<file path="config.mk">
export PLATFORM = sky130hd
export DESIGN_NAME = sim_harness_ctrl
export DESIGN_NICKNAME = d
export VERILOG_FILES = /design/src/rtl/sim_harness_ctrl.sv
export SDC_FILE = /design/constraint.sdc
export NUM_CORES = 1
export LEC_CHECK = 0
export ABC_AREA = 0
export BUFFER_PORTS_ARGS = -buffer_cell sky130_fd_sc_hd__buf_2
export CAP_MARGIN = 20
export CORE_MARGIN = 2
export CORE_UTILIZATION = 46
export DETAILED_ROUTE_END_ITERATION = 12
export GPL_ROUTABILITY_DRIVEN = 1
export GPL_TIMING_DRIVEN = 0
export PLACE_DENSITY = 0.81
export RECOVER_POWER = 100
export REMOVE_ABC_BUFFERS = 1
export SYNTH_ARGS = -nofsm -noshare
export SYNTH_HDL_FRONTEND = slang
export SYNTH_SLANG_ARGS = --single-unit
</file>
<file path="constraint.sdc">
create_clock -name clk -period 2.85 [get_ports clk]
set_clock_uncertainty 0.05 [all_clocks]
set_input_delay 0.1425 -clock clk [delete_from_list [all_inputs] [get_ports clk]]
set_output_delay 0.1425 -clock clk [all_outputs]
set_load 0.005 [all_outputs]
</file>
<file path="src/rtl/sim_harness_ctrl.sv">
// Run controller for the pipeline_rv32i core.
// Sequences the core reset, counts run cycles and retired instructions,
// watches the tohost mailbox for pass/fail writes and enforces a watchdog.
module sim_harness_ctrl #(
  parameter int unsigned RESET_CYCLES   = 4,
  parameter int unsigned TIMEOUT_CYCLES = 90,
  parameter int unsigned CNT_W          = 32,
  parameter int unsigned ADDR_W         = 32,
  parameter int unsigned DATA_W         = 32,
  parameter logic [ADDR_W-1:0] TOHOST_ADDR = ADDR_W'(32'h0000_0FFC),
  parameter int unsigned NUM_RETIRE     = 1
) (
  input  logic                  clk,
  input  logic                  rst,
  input  logic                  mem_we,
  input  logic [ADDR_W-1:0]     mem_addr,
  input  logic [DATA_W-1:0]     mem_wdata,
  input  logic [NUM_RETIRE-1:0] retire_valid,
  output logic                  core_rst,
  output logic                  done,
  output logic                  pass,
  output logic                  fail,
  output logic                  timeout,
  output logic [DATA_W-2:0]     exit_code,
  output logic [CNT_W-1:0]      cycle_count,
  output logic [CNT_W-1:0]      retire_count,
  output logic [2:0]            state
);

  localparam int unsigned HOLD_W = $clog2(RESET_CYCLES + 1);
  localparam int unsigned POP_W  = $clog2(NUM_RETIRE + 1);
  localparam int unsigned SUM_W  = CNT_W + 1;
  localparam logic [HOLD_W-1:0] HOLD_LAST = HOLD_W'(RESET_CYCLES - 1);
  localparam logic [63:0]       WD_LAST   = 64'(TIMEOUT_CYCLES - 1);

  typedef enum logic [2:0] {
    ST_HOLD    = 3'd0,
    ST_RUN     = 3'd1,
    ST_PASS    = 3'd2,
    ST_FAIL    = 3'd3,
    ST_TIMEOUT = 3'd4
  } state_t;

  state_t              r_state;
  logic [HOLD_W-1:0]   r_hold_cnt;
  logic [CNT_W-1:0]    r_cycle;
  logic [CNT_W-1:0]    r_retire;
  logic [DATA_W-2:0]   r_exit;
  logic                r_core_rst;
  logic                r_done;
  logic                r_pass;
  logic                r_fail;
  logic                r_timeout;

  state_t              w_state_nxt;
  logic [HOLD_W-1:0]   w_hold_cnt_nxt;
  logic [CNT_W-1:0]    w_cycle_nxt;
  logic [CNT_W-1:0]    w_retire_nxt;
  logic [DATA_W-2:0]   w_exit_nxt;
  logic [POP_W-1:0]    w_pop;
  logic [SUM_W-1:0]    w_ret_sum;
  logic                w_halt;
  logic                w_wd_hit;

  // Retire popcount, saturating retire sum, halt and watchdog detection
  always_comb begin
    w_pop = '0;
    for (int i = 0; i < int'(NUM_RETIRE); i++) begin
      w_pop = w_pop + POP_W'(retire_valid[i]);
    end
    w_ret_sum = {1'b0, r_retire} + SUM_W'(w_pop);
    w_halt    = mem_we && (mem_addr == TOHOST_ADDR) && mem_wdata[0];
    w_wd_hit  = (64'(r_cycle) == WD_LAST);
  end

  // Next-state and next-value logic
  always_comb begin
    w_state_nxt    = r_state;
    w_hold_cnt_nxt = r_hold_cnt;
    w_cycle_nxt    = r_cycle;
    w_retire_nxt   = r_retire;
    w_exit_nxt     = r_exit;
    case (r_state)
      ST_HOLD: begin
        w_hold_cnt_nxt = r_hold_cnt + HOLD_W'(1);
        if (r_hold_cnt == HOLD_LAST) begin
          w_state_nxt = ST_RUN;
        end
      end
      ST_RUN: begin
        if (r_cycle != {CNT_W{1'b1}}) begin
          w_cycle_nxt = r_cycle + CNT_W'(1);
        end
        if (w_ret_sum[CNT_W]) begin
          w_retire_nxt = {CNT_W{1'b1}};
        end else begin
          w_retire_nxt = w_ret_sum[CNT_W-1:0];
        end
        if (w_halt) begin
          if (mem_wdata == DATA_W'(1)) begin
            w_state_nxt = ST_PASS;
            w_exit_nxt  = '0;
          end else begin
            w_state_nxt = ST_FAIL;
            w_exit_nxt  = mem_wdata[DATA_W-1:1];
          end
        end else if (w_wd_hit) begin
          w_state_nxt = ST_TIMEOUT;
        end
      end
      default: begin
        w_state_nxt = r_state;
      end
    endcase
  end

  // State, counters and decoded flags; everything returns to HOLD on rst
  always_ff @(posedge clk or posedge rst) begin
    if (rst) begin
      r_state    <= ST_HOLD;
      r_hold_cnt <= '0;
      r_cycle    <= '0;
      r_retire   <= '0;
      r_exit     <= '0;
      r_core_rst <= 1'b1;
      r_done     <= 1'b0;
      r_pass     <= 1'b0;
      r_fail     <= 1'b0;
      r_timeout  <= 1'b0;
    end else begin
      r_state    <= w_state_nxt;
      r_hold_cnt <= w_hold_cnt_nxt;
      r_cycle    <= w_cycle_nxt;
      r_retire   <= w_retire_nxt;
      r_exit     <= w_exit_nxt;
      r_core_rst <= (w_state_nxt != ST_RUN);
      r_done     <= (w_state_nxt == ST_PASS) || (w_state_nxt == ST_FAIL) ||
                    (w_state_nxt == ST_TIMEOUT);
      r_pass     <= (w_state_nxt == ST_PASS);
      r_fail     <= (w_state_nxt == ST_FAIL);
      r_timeout  <= (w_state_nxt == ST_TIMEOUT);
    end
  end

  assign core_rst     = r_core_rst;
  assign done         = r_done;
  assign pass         = r_pass;
  assign fail         = r_fail;
  assign timeout      = r_timeout;
  assign exit_code    = r_exit;
  assign cycle_count  = r_cycle;
  assign retire_count = r_retire;
  assign state        = r_state;

endmodule
</file>
==> impl_metrics.yaml <==
timing:
  finalHoldViolations: 0
  period_share_pct: 93.6
  drv_slew: 0
  timing.fmax_mhz: 375
  period_minus_slack_ps: 2670
  tightest_slew_ps: 1330
  finalSetupViolCount: 0
  rsz0062_at_grt: "false"
  slew_headroom_pct: 11.5
  hold_slack_ps: 128
finish:
  nets: 747
  final_area_um2: 6560
  n_antenna_cell: 0
  layout-drive-gt1-share_pct: 25.5
  fill_cells: 921
  syn2layout_area_growth_pct: 28.9
  fin_util_pct: 60.5
setup_path:
  cpPeakStageDelay_ps: 650
  crit_top_cell: "buf_6"
  crit_type: "reg -> reg"
  start_kind: "flop"
  crit_slowest_cell: "or3b_2"
  end_kind: "flop"
  worstPathArrival_ps: 2880
  required_ps: 3060
  cp_cell_sequence: "or3b_2 -> nor4_4 -> buf_6 -> buf_6 -> mux2_2"
  crit_fanout: 17
  reg2regPathDepth: 5
power:
  ir_drop_mv: 0.299
  pwr_density_cell_nw_per_um2: 437
  p_leak_uw: 0.00312
  total_power_uw: 2870
floorplanning:
  start_util_pct: 47.0
  die_h_um: 109
  die_w_um: 109
  die-area_um2: 11900
  core_area_um2: 10800
  rows: 38
  io-pin-count: 171
global_routing:
  grt.total_usage_pct: 22.9
  grt-ovfl-total: 0
  grt_pass1_wl_mm: 21.4
  grt_pass1_vias: 4408
  antenna_found_initial: 0
  grt_max_degree: 63
clock_network:
  htreeDepth: 3
  clockBufferDepth: 2
  clock-root-buffer: "clkbuf_8"
  clkLatencyLatePin_ps: 380
  path_clk_slew_ps: 90
  cts.sinks: 106
  cts-buffers-inserted: 9
  cts_tree: "yes"
  cts_resized: 0
drt:
  routed.top_layer: "met4"
  wl_met3_um: 838
  via_per_inst: 5.50
  vias: 4496
  drt_pass1_iterations: 7
  drc_errors: 0
  dr_wl_met2_mm: 6.52
  antenna_left: 0
  wire_per_inst_um: 16.4
  wl_mm: 13.4
  drt_iter0_markers: 385
  m1WireLength_mm: 5.67
logic_synthesis:
  ys_seq_area_share_pct: 52.1
  netlist_instances: 468
  synth.avg_cell_area_um2: 10.9
  async_flop_share_pct: 100
  synth-edff-count: 0
  ys_seq_elements: 106
  yosys_warnings: 0
  synth_flop_cell: "dfrtp_1"
  synth_cell_types: 50
  netlist_area_um2: 5090
outcome:
  outcome: "finished, final reports clean"
placed_design:
  place_congestion: 0.902
  dpl_cell_area_um2: 6100
  dp_hpwl_mm: 9.39
  io_buffers: 170
flow_run:
  max_cap_viol_count: 0
worst_hold_path:
  hp-class: "in -> reg"
  whs_path_depth: 4
cell type report:
| cell class | count | area (um^2) | share of cell area (%) |
|---|---|---|---|
| Clock inverter | 5 | 52.6 | 0.801 |
| Inverter | 11 | 41.3 | 0.630 |
| Tap cell | 140 | 175 | 2.67 |
| Timing Repair Buffer | 206 | 1140 | 17.3 |
| Clock buffer | 11 | 151 | 2.31 |
| Multi-Input combinational cell | 339 | 2350 | 35.8 |
| Sequential cell | 106 | 2650 | 40.5 |
where the power goes:
part / internal [uW] / switching [uW]
Combinational: 138 / 147
Sequential: 1550 / 59.8
Clock: 450 / 520
Total: 2140 / 727
sequential cells by signal, summed over array words and instances, names as in the netlist:
signal / cells
r_hold_cnt: 3
done: 1
timeout: 1
exit_code: 31
retire_count: 32
cycle_count: 32
fail: 1
pass: 1
core_rst: 1
state: 3
per-stage QoR:
stage | instances | setup WS (ps) | TNS, ps
after floorplan | 455 | -130 | -13620
after global placement | 765 | -1230 | -141330
after detailed placement | 768 | -54.2 | -54.2
after CTS | 817 | 6.62 | 0
after global routing | 818 | 41.6 | 0
final | 818 | 183 | 0
cell usage after synthesis (2+ instances only):
library cell | instances | share of area [%]
xor2_1 | 18 | 3.1
nor4_4 | 2 | 0.84
nand2b_1 | 5 | 0.61
or3_1 | 6 | 0.74
o21ai_0 | 8 | 0.79
a21oi_1 | 8 | 0.79
nor4_1 | 22 | 2.7
buf_2 | 6 | 0.59
nor2_1 | 27 | 2.0
or3_2 | 2 | 0.29
and3_1 | 9 | 1.1
nor3b_1 | 3 | 0.44
mux2_2 | 35 | 7.7
inv_1 | 11 | 0.81
o31ai_1 | 3 | 0.44
nand3_1 | 27 | 2.7
nand4_1 | 27 | 3.3
xnor2_1 | 31 | 5.3
and4_1 | 6 | 1.0
and2_1 | 3 | 0.37
nor3_1 | 13 | 1.3
nor4b_1 | 6 | 1.0
ha_1 | 6 | 1.5
or2_2 | 3 | 0.37
clkbuf_1 | 7 | 0.52
or4_1 | 2 | 0.29
nand2_1 | 44 | 3.2
dfrtp_1 | 105 | 52
a31oi_1 | 2 | 0.25
cells by family after synthesis:
kind of cell    after synthesis  synth area share (%)
simple gates                217                  24.3
fa+ha+maj                     6                  1.47
buf+inv                      24                  1.92
flops                       106                  52.1
compound gates               29                  3.61
xor+xnor                     49                  8.43
mux                          37                  8.16
metal layers:
layer	up-vias	GRT usage, %
met3	35	4.30
li1	2103	-
met5	-	0
met4	0	11.0
met1	2179	29.4
met2	179	37.4
final timing paths:
check	slack [ps]	end	start
worst max-delay path	180	exit_code[26]	state[2]
worst min-delay path	130	retire_count[0]	retire_valid
worst max register to register	180	exit_code[26]	state[2]
worst min register to register	440	r_hold_cnt[0]	r_hold_cnt[0]
max in group asynchronous	1240	cycle_count[22]	rst
min in group asynchronous	630	retire_count[22]	rst
critical path: cells and delay by family (launching register included):
kind | cells | cell delay, ps
buf+inv | 2 | 460
flops | 1 | 510
mux | 1 | 350
simple gates | 2 | 1190
placed cells by master, fill, tap and decap left out, types with 3 or more instances in the layout:
cell | netlist | final
buf_2 | 6 | 103
dlygate4sd3_1 | 0 | 32
mux2_2 | 35 | 35
or3_1 | 6 | 6
nand2_1 | 44 | 44
o31ai_1 | 3 | 3
dfrtp_1 | 105 | 105
nor2_1 | 27 | 27
nor4_1 | 22 | 22
nand2b_1 | 5 | 5
o21ai_0 | 8 | 9
clkbuf_1 | 7 | 66
a21oi_1 | 8 | 8
nor3_1 | 13 | 13
and3_1 | 9 | 9
nand3_1 | 27 | 27
xor2_1 | 18 | 18
nand4_1 | 27 | 27
ha_1 | 6 | 6
nor4b_1 | 6 | 6
clkinv_2 | 0 | 3
and4_1 | 6 | 6
clkbuf_8 | 0 | 11
or2_2 | 3 | 3
xnor2_1 | 31 | 31
inv_1 | 11 | 10
nor3b_1 | 3 | 3
timing repair:
item,in CTS,in global routing
endpoints found under the hold margin,91,0
pin swaps,1,0
gates cloned,0,1
hold buffers,32,0
endpoints found under the setup margin,2,23
setup buffers,1,0
Power figures use the tool's default switching activity.
